`src/rtl/arythcrypt_pkg.sv`:
```
// Shared types and keystream helpers for the arithmetic crypto core (encrypt and decrypt sides).
package arythcrypt_pkg;

    localparam int unsigned DATA_W = 8;

    typedef enum logic {
        NOKEY = 1'b0,
        RUN   = 1'b1
    } state_e;

    // Taps 7,5,4,3: x^8 + x^6 + x^5 + x^4 + 1
    localparam logic [DATA_W-1:0] LFSR_TAPS         = 8'hB8;
    localparam logic [DATA_W-1:0] SEED_ZERO_DEFAULT = 8'h01;

    function automatic logic [DATA_W-1:0] lfsr_next(input logic [DATA_W-1:0] s);
        return {s[DATA_W-2:0], ^(s & LFSR_TAPS)};
    endfunction

endpackage

```
`src/rtl/arythcrypt_lfsr.sv`:
```
// 8-bit keystream LFSR: load has priority over step.
module arythcrypt_lfsr
    import arythcrypt_pkg::*;
(
    input  logic              clk,
    input  logic              rst_n,
    input  logic              load,
    input  logic [DATA_W-1:0] seed,
    input  logic              step,
    output logic [DATA_W-1:0] state
);

    logic [DATA_W-1:0] s_q, s_d;

    always_comb begin
        s_d = s_q;
        if (load) begin
            s_d = seed;
        end else if (step) begin
            s_d = lfsr_next(s_q);
        end
    end

    always_ff @(posedge clk or negedge rst_n) begin
        if (!rst_n) begin
            s_q <= '0;
        end else begin
            s_q <= s_d;
        end
    end

    assign state = s_q;

endmodule

```
`src/rtl/arythcrypt_decoder.sv`:
```
// Stream decryptor: P = ((C - S) mod 256) ^ K with a per-byte LFSR keystream S.
module arythcrypt_decoder
    import arythcrypt_pkg::*;
#(
    parameter logic [DATA_W-1:0] SEED_ZERO_SUB = SEED_ZERO_DEFAULT
) (
    input  logic              clk,
    input  logic              rst_n,
    input  logic              ena,
    input  logic              key_load,
    input  logic [DATA_W-1:0] key_in,
    input  logic              in_valid,
    input  logic [DATA_W-1:0] in_data,
    output logic              in_ready,
    output logic              out_valid,
    output logic [DATA_W-1:0] out_data,
    input  logic              out_ready,
    output logic              keyed,
    output logic [DATA_W-1:0] byte_cnt
);

    state_e            state_q, state_d;
    logic [DATA_W-1:0] key_q, key_d;
    logic              out_valid_q, out_valid_d;
    logic [DATA_W-1:0] out_data_q, out_data_d;
    logic [DATA_W-1:0] cnt_q, cnt_d;

    logic              lfsr_load, lfsr_step;
    logic [DATA_W-1:0] lfsr_seed, lfsr_s;
    logic              in_ready_c, accept_c;

    arythcrypt_lfsr u_lfsr (
        .clk   (clk),
        .rst_n (rst_n),
        .load  (lfsr_load),
        .seed  (lfsr_seed),
        .step  (lfsr_step),
        .state (lfsr_s)
    );

    // Key load blocks acceptance so the upstream holds its byte across a rekey.
    assign in_ready_c = ena & (state_q == RUN) & ~key_load & (~out_valid_q | out_ready);
    assign accept_c   = in_valid & in_ready_c;
    assign lfsr_seed  = (key_in == '0) ? SEED_ZERO_SUB : key_in;

    always_comb begin
        state_d     = state_q;
        key_d       = key_q;
        out_valid_d = out_valid_q;
        out_data_d  = out_data_q;
        cnt_d       = cnt_q;
        lfsr_load   = 1'b0;
        lfsr_step   = 1'b0;
        if (ena) begin
            if (key_load) begin
                state_d     = RUN;
                key_d       = key_in;
                out_valid_d = 1'b0;
                cnt_d       = '0;
                lfsr_load   = 1'b1;
            end else begin
                if (out_valid_q && out_ready) begin
                    out_valid_d = 1'b0;
                end
                if (accept_c) begin
                    out_data_d  = DATA_W'(in_data - lfsr_s) ^ key_q;
                    out_valid_d = 1'b1;
                    cnt_d       = DATA_W'(cnt_q + 8'd1);
                    lfsr_step   = 1'b1;
                end
            end
        end
    end

    always_ff @(posedge clk or negedge rst_n) begin
        if (!rst_n) begin
            state_q     <= NOKEY;
            key_q       <= '0;
            out_valid_q <= 1'b0;
            out_data_q  <= '0;
            cnt_q       <= '0;
        end else begin
            state_q     <= state_d;
            key_q       <= key_d;
            out_valid_q <= out_valid_d;
            out_data_q  <= out_data_d;
            cnt_q       <= cnt_d;
        end
    end

    assign in_ready  = in_ready_c;
    assign out_valid = out_valid_q;
    assign out_data  = out_data_q;
    assign keyed     = (state_q == RUN);
    assign byte_cnt  = cnt_q;

endmodule

```
`config.mk`:
```
export PLATFORM = sky130hd
export DESIGN_NAME = arythcrypt_decoder
export DESIGN_NICKNAME = d
export VERILOG_FILES = /design/src/rtl/arythcrypt_pkg.sv /design/src/rtl/arythcrypt_lfsr.sv /design/src/rtl/arythcrypt_decoder.sv
export SDC_FILE = /design/constraint.sdc
export NUM_CORES = 1
export LEC_CHECK = 0
export CAP_MARGIN = 25
export CORE_ASPECT_RATIO = 1.1
export CORE_MARGIN = 2
export CORE_UTILIZATION = 25
export DETAILED_ROUTE_END_ITERATION = 8
export DONT_BUFFER_PORTS = 1
export HOLD_SLACK_MARGIN = 0.05
export PLACE_DENSITY_LB_ADDON = 0.3
export SLEW_MARGIN = 20
export SYNTH_ARGS = -nofsm -noshare
export SYNTH_HDL_FRONTEND = slang
export SYNTH_SLANG_ARGS = --single-unit
```
`constraint.sdc`:
```
create_clock -name clk -period 1.97 [get_ports clk]
set_clock_uncertainty 0.15 [all_clocks]
set_input_delay 0.394 -clock clk [delete_from_list [all_inputs] [get_ports clk]]
set_output_delay 0.394 -clock clk [all_outputs]
set_load 0.005 [all_outputs]
```
==> results.yml <==
synthesis:
  ys_seq_area_share_pct: 46.2
  syn_avg_cell_area_um2: 9.30
  synth_nets: 229
  synth.distinct_cells: 34
  synth_top_area_cell: "dfrtp_1"
  ys_seq_elements: 34
  synth_area_leaders: "dfrtp_1 46%, nand2_1 8.6%, xnor2_1 8.1%"
  syn_inst: 198
  netlist_area_um2: 1840
  yosys.area.top_type_share_pct: 46.2
  yosysWarnings: 0
timing:
  rsz0062_at_grt: "true"
  tightestPinTransition_ps: 470
  timing.final.hold_violations: 0
  hold_slack_ps: 81.8
  slew_viol_final: 0
  layout_setup_ws_ps: 66.3
  period_needed_ps: 1900
  finalCritPeriodShare_pct: 96.6
  fmax_mhz: 525
  slew-limit-headroom_pct: 68.6
  setup_viol: 0
place:
  gpl.final_weighted_congestion: 0.748
  dp_hpwl_um: 3070
  place_ws_ps: -62.4
  place.port_buffers: 0
worst_setup_path:
  cp-start-kind: "register"
  end_kind: "register"
  cp_common_cell: "o21ai_0"
  path_class: "reg -> reg"
  cp_cell_sequence: "ha_1, inv_1, fa_1, a21oi_2, o21ai_0, a21oi_1, xnor2_1, o21ai_0"
  worstPathRequired_ps: 2000
  r2r_cells: 8
  cpPeakStageDelay_ps: 390
  path_max_fanout: 3
  crit_arrival_ps: 1930
  critPathSlowestCell: "fa_1"
pwr:
  peakVddDrop_v: 0.000361
  netSwitchingFraction_pct: 31.6
  pwr-share-seq_pct: 47.3
  clkPwrFrac_pct: 27.9
  p_int_mw: 1.36
  p_sw_mw: 0.626
  pwr-share-comb_pct: 24.8
  leakagePower_nw: 0.948
  power.density_nw_per_um2: 930
  total_power_mw: 1.98
die:
  rows: 32
  num_io_pins: 41
  design.die.area_um2: 8070
  core-area_um2: 7090
  dieHeight_um: 94.0
  start_util_pct: 26.0
  die_x_um: 85.8
clock_network:
  clock_path_buffers: 2
  cts_max_level: 2
  cts_buffers: 5
  worstSkewPairLatency_ps: 290
  cts.sinks: 34
  cts_tree: "built"
  path_clk_slew_ps: 80
  clockRootBuffer: "clkbuf_8"
outcome:
  status: "finished, violations left"
  violations: "DRC"
routing:
  dr.pass1.iters: 8
  drt_iter0_drc: 37
  postRouteAntennaNets: 0
  vias: 1333
  post_drt_wl_per_cell_um: 13.9
  wirelength_um: 4090
  via_per_inst: 4.53
  drc_errors: 1
worst_hold_path:
  hold_class: "in -> reg"
  holdPathStages: 2
grt:
  grt_antenna_before_repair: 0
  first_global_vias: 1440
  grt_overflow: 0
  grtUsageTotal_pct: 11.6
  grt_max_degree: 35
  grt_pass1_wl_um: 7020
cells_and_area:
  nets: 239
  layout-drive-gt1-share_pct: 10.0
  syn_to_final_growth_pct: 16.0
  antenna_cells: 0
job:
  max_cap_violations: 0
[sequential cells by signal (all words and copies together), names as in the netlist]
register      cells
out_valid         1
out_data          8
keyed             1
u_lfsr.state      8
key_q             8
byte_cnt          8
[cell usage in the layout, fill, tap and decap left out, drive strengths merged, types with 6 or more instances in the layout]
cell / count
a21oi: 11
buf: 6
clkbuf: 6
dfrtp: 34
ha: 8
inv: 10
nand2: 42
nor2: 15
o21ai: 19
xnor2: 17
xor2: 7
[metrics by stage]
step / cells / setup TNS (ps) / instance area (µm²) / utilization [%]
3_5_place_dp: 281 / -62.4 / 1970 / 27.8
5_1_grt: 294 / -25.2 / 2130 / 30.1
6_report: 294 / 0 / 2130 / 30.1
4_1_cts: 294 / 0 / 2130 / 30.0
3_3_place_gp: 281 / -44.5 / 1970 / 27.8
2_1_floorplan: 198 / 0 / 1840 / -
[timing repair]
| action | 4_1_cts | 5_1_grt |
|---|---|---|
| endpoints found under the hold margin | 36 | 0 |
| setup endpoints to repair | 0 | 3 |
| setup buffers | 0 | 0 |
| hold buffers | 5 | 0 |
| resized for setup | 0 | 2 |
[synth_stat cells]
library cell	instances
nand2b_1	4
nand4_1	2
buf_2	1
nor2b_1	1
xor2_1	7
o21bai_1	1
fa_1	1
a21oi_1	11
buf_6	1
xnor2_1	17
o41ai_2	1
and2_0	1
o21a_1	1
ha_1	8
o22ai_1	2
buf_4	1
dfrtp_1	34
nand2_1	42
o311ai_1	1
clkbuf_1	4
or4_1	1
a211oi_1	1
nor2b_4	1
and4_1	2
o21ai_1	4
o21ai_0	15
nor4_1	1
inv_1	10
nor3_2	1
mux2i_1	1
and3_2	1
nor2_1	15
nand4_4	1
nand3_1	3
[critical path: cells and delay by family (launching register included)]
kind            cells  cell delay (ps)
compound gates      4              500
xor+xnor            1              130
fa+ha+maj           2              570
buf+inv             1               60
flops               1              380
[area by class of cell]
class	count	area, µm²
Inverter	10	37.5
Clock buffer	6	82.6
Timing Repair Buffer	10	123
Fill cell	756	4950
Clock inverter	2	12.5
Multi-Input combinational cell	147	922
Sequential cell	34	851
Tap cell	85	106
[per-layer routing]
metal	track usage, %	share of wire [%]	vias up
li1	-	-	673
met1	12.4	41	625
met2	20.8	52	29
met3	3.51	5.1	6
met4	5.16	2.0	0
met5	0	0	-
[cells by family after synthesis]
logic type,after synthesis,synth area share [%]
xor gates and xnor gates,24,11.4
buffers and inverters,17,4.15
AOI/OAI and AO/OA,37,11.4
DFF,34,46.2
adders and majority gates,9,6.53
muxes,1,0.544
and+or+nand+nor,76,19.7
[worst paths after layout]
kind	start	to	slack [ps]
worst max-delay path	u_lfsr.state[0]$_DFFE_PN0P_	out_data[6]$_DFFE_PN0P_	70
worst min-delay path	key_in[3]	key_q[3]$_DFFE_PN0P_	80
worst max register to register	u_lfsr.state[0]$_DFFE_PN0P_	out_data[6]$_DFFE_PN0P_	70
worst min register to register	key_q[2]$_DFFE_PN0P_	key_q[2]$_DFFE_PN0P_	350
max in group asynchronous	rst_n	byte_cnt[1]$_DFFE_PN0P_	1070
min in group asynchronous	rst_n	out_data[2]$_DFFE_PN0P_	400
[power by group through the flow]
| stage | Sequential (mW) | Clock, mW | Combinational (mW) |
|---|---|---|---|
| 2_1_floorplan | 0.928 | 0 | 0.383 |
| 3_3_place_gp | 0.955 | 0 | 0.458 |
| 3_5_place_dp | 0.960 | 0 | 0.467 |
| 4_1_cts | 0.945 | 0.582 | 0.495 |
| 5_1_grt | 0.962 | 0.623 | 0.569 |
| 6_report | 0.939 | 0.553 | 0.492 |
Power figures use the tool's default switching activity.
==> RTL edit 1 (same flow settings) <==
`key_q` and `out_data_q` no longer have a reset.
--- a/src/rtl/arythcrypt_decoder.sv
+++ b/src/rtl/arythcrypt_decoder.sv
@@ -76,15 +76,16 @@
         if (!rst_n) begin
             state_q     <= NOKEY;
-            key_q       <= '0;
             out_valid_q <= 1'b0;
-            out_data_q  <= '0;
             cnt_q       <= '0;
         end else begin
             state_q     <= state_d;
-            key_q       <= key_d;
             out_valid_q <= out_valid_d;
-            out_data_q  <= out_data_d;
             cnt_q       <= cnt_d;
         end
+    end
+
+    always_ff @(posedge clk) begin
+        key_q      <= key_d;
+        out_data_q <= out_data_d;
     end
 
Behaviour: differs if rst_n is asserted again (counterexample within 4 cycles, from zero or initial values and one cycle with rst_n low); with rst_n held inactive, the same outputs for 4 cycles.
==> RTL edit 1 against the unedited design <==
- sequential cell count did not move
- final area is 0.53% higher
- power decreased by 6.4%
- worst setup slack worse by 0.049 ns
- wire length decreased by 10%
- sequential power is 4.4% lower
- combinational power is 4% lower
- first-iteration DRC count fell by 32%
- synthesized area decreased by 5.8%
- via count down 10%
- critical path type unchanged
- critical endpoint is now out_data[7]$_DFFE_PP_
- largest cell class is now registers
- highest routed layer unchanged
==> RTL edit 1: results (changes against the unedited design) <==
.. list-table::
   :header-rows: 1

   * - Metric
     - Value
   * - Flip-flop and latch area
     - 931 um2 (+9.4%)
   * - Number of flops mapped to enable cells by yosys
     - 16 (+16)
   * - Count of TritonRoute iterations in the first routing pass
     - 4 (-4)
   * - CP peak stage delay
     - 0.38 ns
   * - Register area share after synthesis
     - 53.7% (+7.5 points)
   * - Post-layout total power
     - 1.86 mW (-6.4%)
   * - Layout filler cell count
     - 676 (-11%)
   * - Maximum number of pins on one net before global-route repair
     - 19 (-46%)
   * - Hold buffer count at CTS
     - 11 (+6)
   * - Number of distinct standard cells referenced by the synthesized netlist
     - 33 (-2.9%)
   * - Total number of vias
     - 1197 (-10%)
   * - Placement Setup Slack
     - -0.0529 ns (+0.00952 ns)
   * - Leading post-synthesis cells by instance count
     - sky130_fd_sc_hd__nand2_1 (22), sky130_fd_sc_hd__dfrtp_1 (18), sky130_fd_sc_hd__edfxtp_1 (16), sky130_fd_sc_hd__nor2_1 (15), sky130_fd_sc_hd__xnor2_1 (14)
   * - Slowest CP cell
     - sky130_fd_sc_hd__dfrtp_1
   * - Post-Layout Cell Count
     - 269 (-8.5%)
   * - Placer congestion estimate
     - 0.660 (-12%)
   * - Post-synthesis instance total
     - 161 (-19%)
   * - Proportion of register bits with asynchronous set or reset after synthesis
     - 52.9% (-47 points)
   * - Worst max-slew margin expressed relative to the limit
     - 42.8% (-26 points)
   * - Cell internal pwr
     - 1.34 mW (-1.6%)
   * - Worst-path maximum fanout
     - 2 (-1)
   * - Net count after synthesis
     - 192 (-16%)
   * - Status
     - finished, final reports clean
   * - Global-route usage over all layers
     - 10.1% (-1.5 points)
   * - Number of buffers created by CTS
     - 5 (unchanged)
   * - Fraction of final layout cells with drive strength greater than 1
     - 17.1% (+7.1 points)
   * - Cells taking the most area after synthesis
     - sky130_fd_sc_hd__edfxtp_1 (28%), sky130_fd_sc_hd__dfrtp_1 (26%), sky130_fd_sc_hd__xnor2_1 (7.1%)
   * - Highest ir drop seen on vdd
     - 0.400 mV (+11%)
   * - Hold Crit Class
     - primary input to register
   * - First-pass GRT wire length
     - 6030 um (-14%)
   * - Static Leak
     - 0.897 nW (-5.4%)
   * - Initial DRC count
     - 25 (-32%)
   * - Dpl hpwl
     - 2630 um (-14%)
   * - Cell count after placement
     - 247 (-12%)
   * - Post-detailed-placement cell area
     - 1880 um2 (-4.8%)
   * - Data arrival, critical path
     - 1.83 ns (-0.10 ns)
   * - Net total in the final layout
     - 217 (-9.2%)
   * - Detail-routed net length per standard cell
     - 13.7 um (-1.6%)
-- RTL edit 1: changes by cell type after synthesis, sizes merged, moves of 7 or more --
cell and delta:
a31oi +7, nand2 -20, dfrtp -16, edfxtp +16, a21oi -8, o21ai -13
-- RTL edit 1: power by group through the flow --
| stage | clock network (mW) | registers, mW | logic (mW) |
|---|---|---|---|
| after global placement | 0 | 0.911 | 0.392 |
| after detailed placement | 0 | 0.910 | 0.397 |
| final | 0.485 | 0.898 | 0.474 |
| after global routing | 0.538 | 0.909 | 0.542 |
| after CTS | 0.512 | 0.896 | 0.431 |
| after floorplan | 0 | 0.895 | 0.321 |
-- RTL edit 1: critical path: cells and delay by family (launching register included) --
family / cells / cell delay [ns]
buffers and inverters: 1 / 0.09
DFF: 1 / 0.38
AOI/OAI and AO/OA: 2 / 0.53
and+or+nand+nor: 2 / 0.24
xor gates and xnor gates: 1 / 0.11
adders and majority gates: 1 / 0.20
-- RTL edit 1: kinds of logic after synthesis --
kind of cell,count (synthesis),synth area share [%]
adder cells (fa/ha/maj),9,6.93
buffers and inverters,15,3.82
AO/OA/AOI/OAI,21,7.79
AND/OR/NAND/NOR,58,15.7
flip-flops,34,53.7
XOR/XNOR,24,12.1
-- RTL edit 1: layer usage --
| metal | vias up | part of all wire [%] | GRT usage, % | wire length [um] |
|---|---|---|---|---|
| met5 | - | 0 | 0 | 0 |
| met4 | 0 | 1.4 | 3.23 | 51 |
| met3 | 7 | 5.8 | 4.09 | 213 |
| met2 | 37 | 51 | 17.9 | 1880 |
| met1 | 549 | 42 | 11.0 | 1540 |
| li1 | 604 | - | - | - |
-- RTL edit 1: path summary, 6_finish.rpt --
check / startpoint / endpoint / slack (ns) / cells past startpoint
max: u_lfsr.state[1]$_DFFE_PN0P_ / out_data[7]$_DFFE_PP_ / 0.02 / 7
min: key_in[0] / u_lfsr.state[0]$_DFFE_PN0P_ / 0.11 / 2
max reg2reg: u_lfsr.state[1]$_DFFE_PN0P_ / out_data[7]$_DFFE_PP_ / 0.02 / 7
min reg2reg: byte_cnt[4]$_DFFE_PN0P_ / byte_cnt[4]$_DFFE_PN0P_ / 0.38 / 1
max in group asynchronous: rst_n / u_lfsr.state[4]$_DFFE_PN0P_ / 0.63 / 1
min in group asynchronous: rst_n / byte_cnt[2]$_DFFE_PN0P_ / 0.51 / 1
-- RTL edit 1: cell type report --
| class | count | area share [%] |
|---|---|---|
| timing repair buffer | 21 | 8.63 |
| inverter | 12 | 2.22 |
| clock inverter | 2 | 0.408 |
| sequential | 34 | 43.4 |
| tap | 82 | 4.78 |
| clock buffer | 6 | 3.38 |
| multi-input combinational | 112 | 37.2 |
==> RTL edit 2 (same flow settings) <==
Made on the original files. The package constant `DATA_W` goes from 8 to 12.
--- a/src/rtl/arythcrypt_pkg.sv
+++ b/src/rtl/arythcrypt_pkg.sv
@@ -2,5 +2,5 @@
 package arythcrypt_pkg;
 
-    localparam int unsigned DATA_W = 8;
+    localparam int unsigned DATA_W = 12;
 
     typedef enum logic {
Ports: changed (resized byte_cnt, in_data, key_in and out_data); port bits go from 41 to 57. No check against the original RTL was run, so the function may have changed too.
==> RTL edit 2 against the unedited design <==
- the run ends with setup timing left
- final area rose by 55%
- synthesized area grew 47%
- non-clock buffer count up 13
- sequential power rose by 46%
- sequential cell count increased by 16
- die area is 44% higher
- global-route usage rose by 0.42 points
- wire length up 62%
- combinational power grew 86%
- worst setup slack got worse by 0.12 ns
- power up 60%
- synthesized cell count rose by 53%
- highest routed layer unchanged
==> RTL edit 2: results (changes against the unedited design) <==
.. list-table::
   :header-rows: 1

   * - Metric
     - Value
   * - Status
     - finished, violations left
   * - Violated checks
     - setup timing
   * - Post-layout worst setup margin
     - -0.0546 ns (-0.121 ns)
   * - Fraction of met1 tracks used by global routing
     - 14.2% (+1.8 points)
   * - Register area share after synthesis
     - 46.4% (+0.13 points)
   * - Post-layout total power
     - 3.18 mW (+60%)
   * - Syn Area/Cell
     - 8.94 um2 (-3.9%)
   * - Vias in the first global route
     - 2156 (+50%)
   * - Clk Tree Root Cell
     - sky130_fd_sc_hd__clkbuf_16
   * - Final setup TNS
     - -0.0778 ns (-0.0778 ns)
   * - Static Leak
     - 1.49 nW (+57%)
   * - Synthesized-area fraction occupied by xor and xnor cells
     - 11.4% (-0.062 points)
   * - Number of failing setup endpoints in the final timing report
     - 2 (+2)
   * - Placer congestion estimate
     - 0.771 (+3.1%)
   * - Synth Area in Compound Gates
     - 11.9% (+0.49 points)
   * - Worst hold slack after final layout
     - 0.0502 ns (-0.0316 ns)
   * - Share of cell area taken by muxes after synthesis
     - 0.788% (+0.24 points)
   * - Clock Buffer Count
     - 7 (+1)
   * - Sequential group power
     - 1.37 mW (+46%)
   * - Cell repeated most along the worst path
     - sky130_fd_sc_hd__a21oi_2
   * - Slowest CP cell
     - sky130_fd_sc_hd__dfrtp_1
   * - Launch instance of the worst min-delay path
     - key_in[0]
   * - Layout filler cell count
     - 1098 (+45%)
   * - Count of TritonRoute iterations in the first routing pass
     - 4 (-4)
   * - Count of plain and timing-repair buffers in the layout
     - 23 (+13)
   * - Die width
     - 103 um (+20%)
   * - Proportion of final cell area spent on non-clock buffers
     - 6.29% (+0.54 points)
   * - Worst max-slew margin expressed relative to the limit
     - 58.0% (-11 points)
   * - Portion of the layout cell area used by clock cells
     - 4.47% (+0.013 points)
   * - Non-CTS inverters
     - 16 (+6)
   * - Total area of multi-input combinational cells
     - 1460 um2 (+58%)
   * - Clock group
     - 893 uW (+61%)
   * - Final design utilization
     - 31.6% (+1.5 points)
RTL edit 2: changes by cell type after synthesis, moves of 5 or more:
| cell | change |
|---|---|
| sky130_fd_sc_hd__clkbuf_1 | +7 |
| sky130_fd_sc_hd__xnor2_1 | +7 |
| sky130_fd_sc_hd__o21ai_0 | +13 |
| sky130_fd_sc_hd__dfrtp_1 | +16 |
| sky130_fd_sc_hd__a21oi_1 | +7 |
| sky130_fd_sc_hd__and3_1 | +5 |
| sky130_fd_sc_hd__inv_1 | +6 |
| sky130_fd_sc_hd__nor2_1 | +11 |
| sky130_fd_sc_hd__nand2_1 | +19 |
RTL edit 2: worst max path at each step:
stage,slack [ns],end
floorplan,0.005,out_data[10]$_DFFE_PN0P_
global placement,-0.07,out_data[10]$_DFFE_PN0P_
detailed placement,-0.08,out_data[7]$_DFFE_PN0P_
CTS,-0.07,out_data[10]$_DFFE_PN0P_
global route,-0.16,out_data[7]$_DFFE_PN0P_
finish,-0.05,out_data[10]$_DFFE_PN0P_
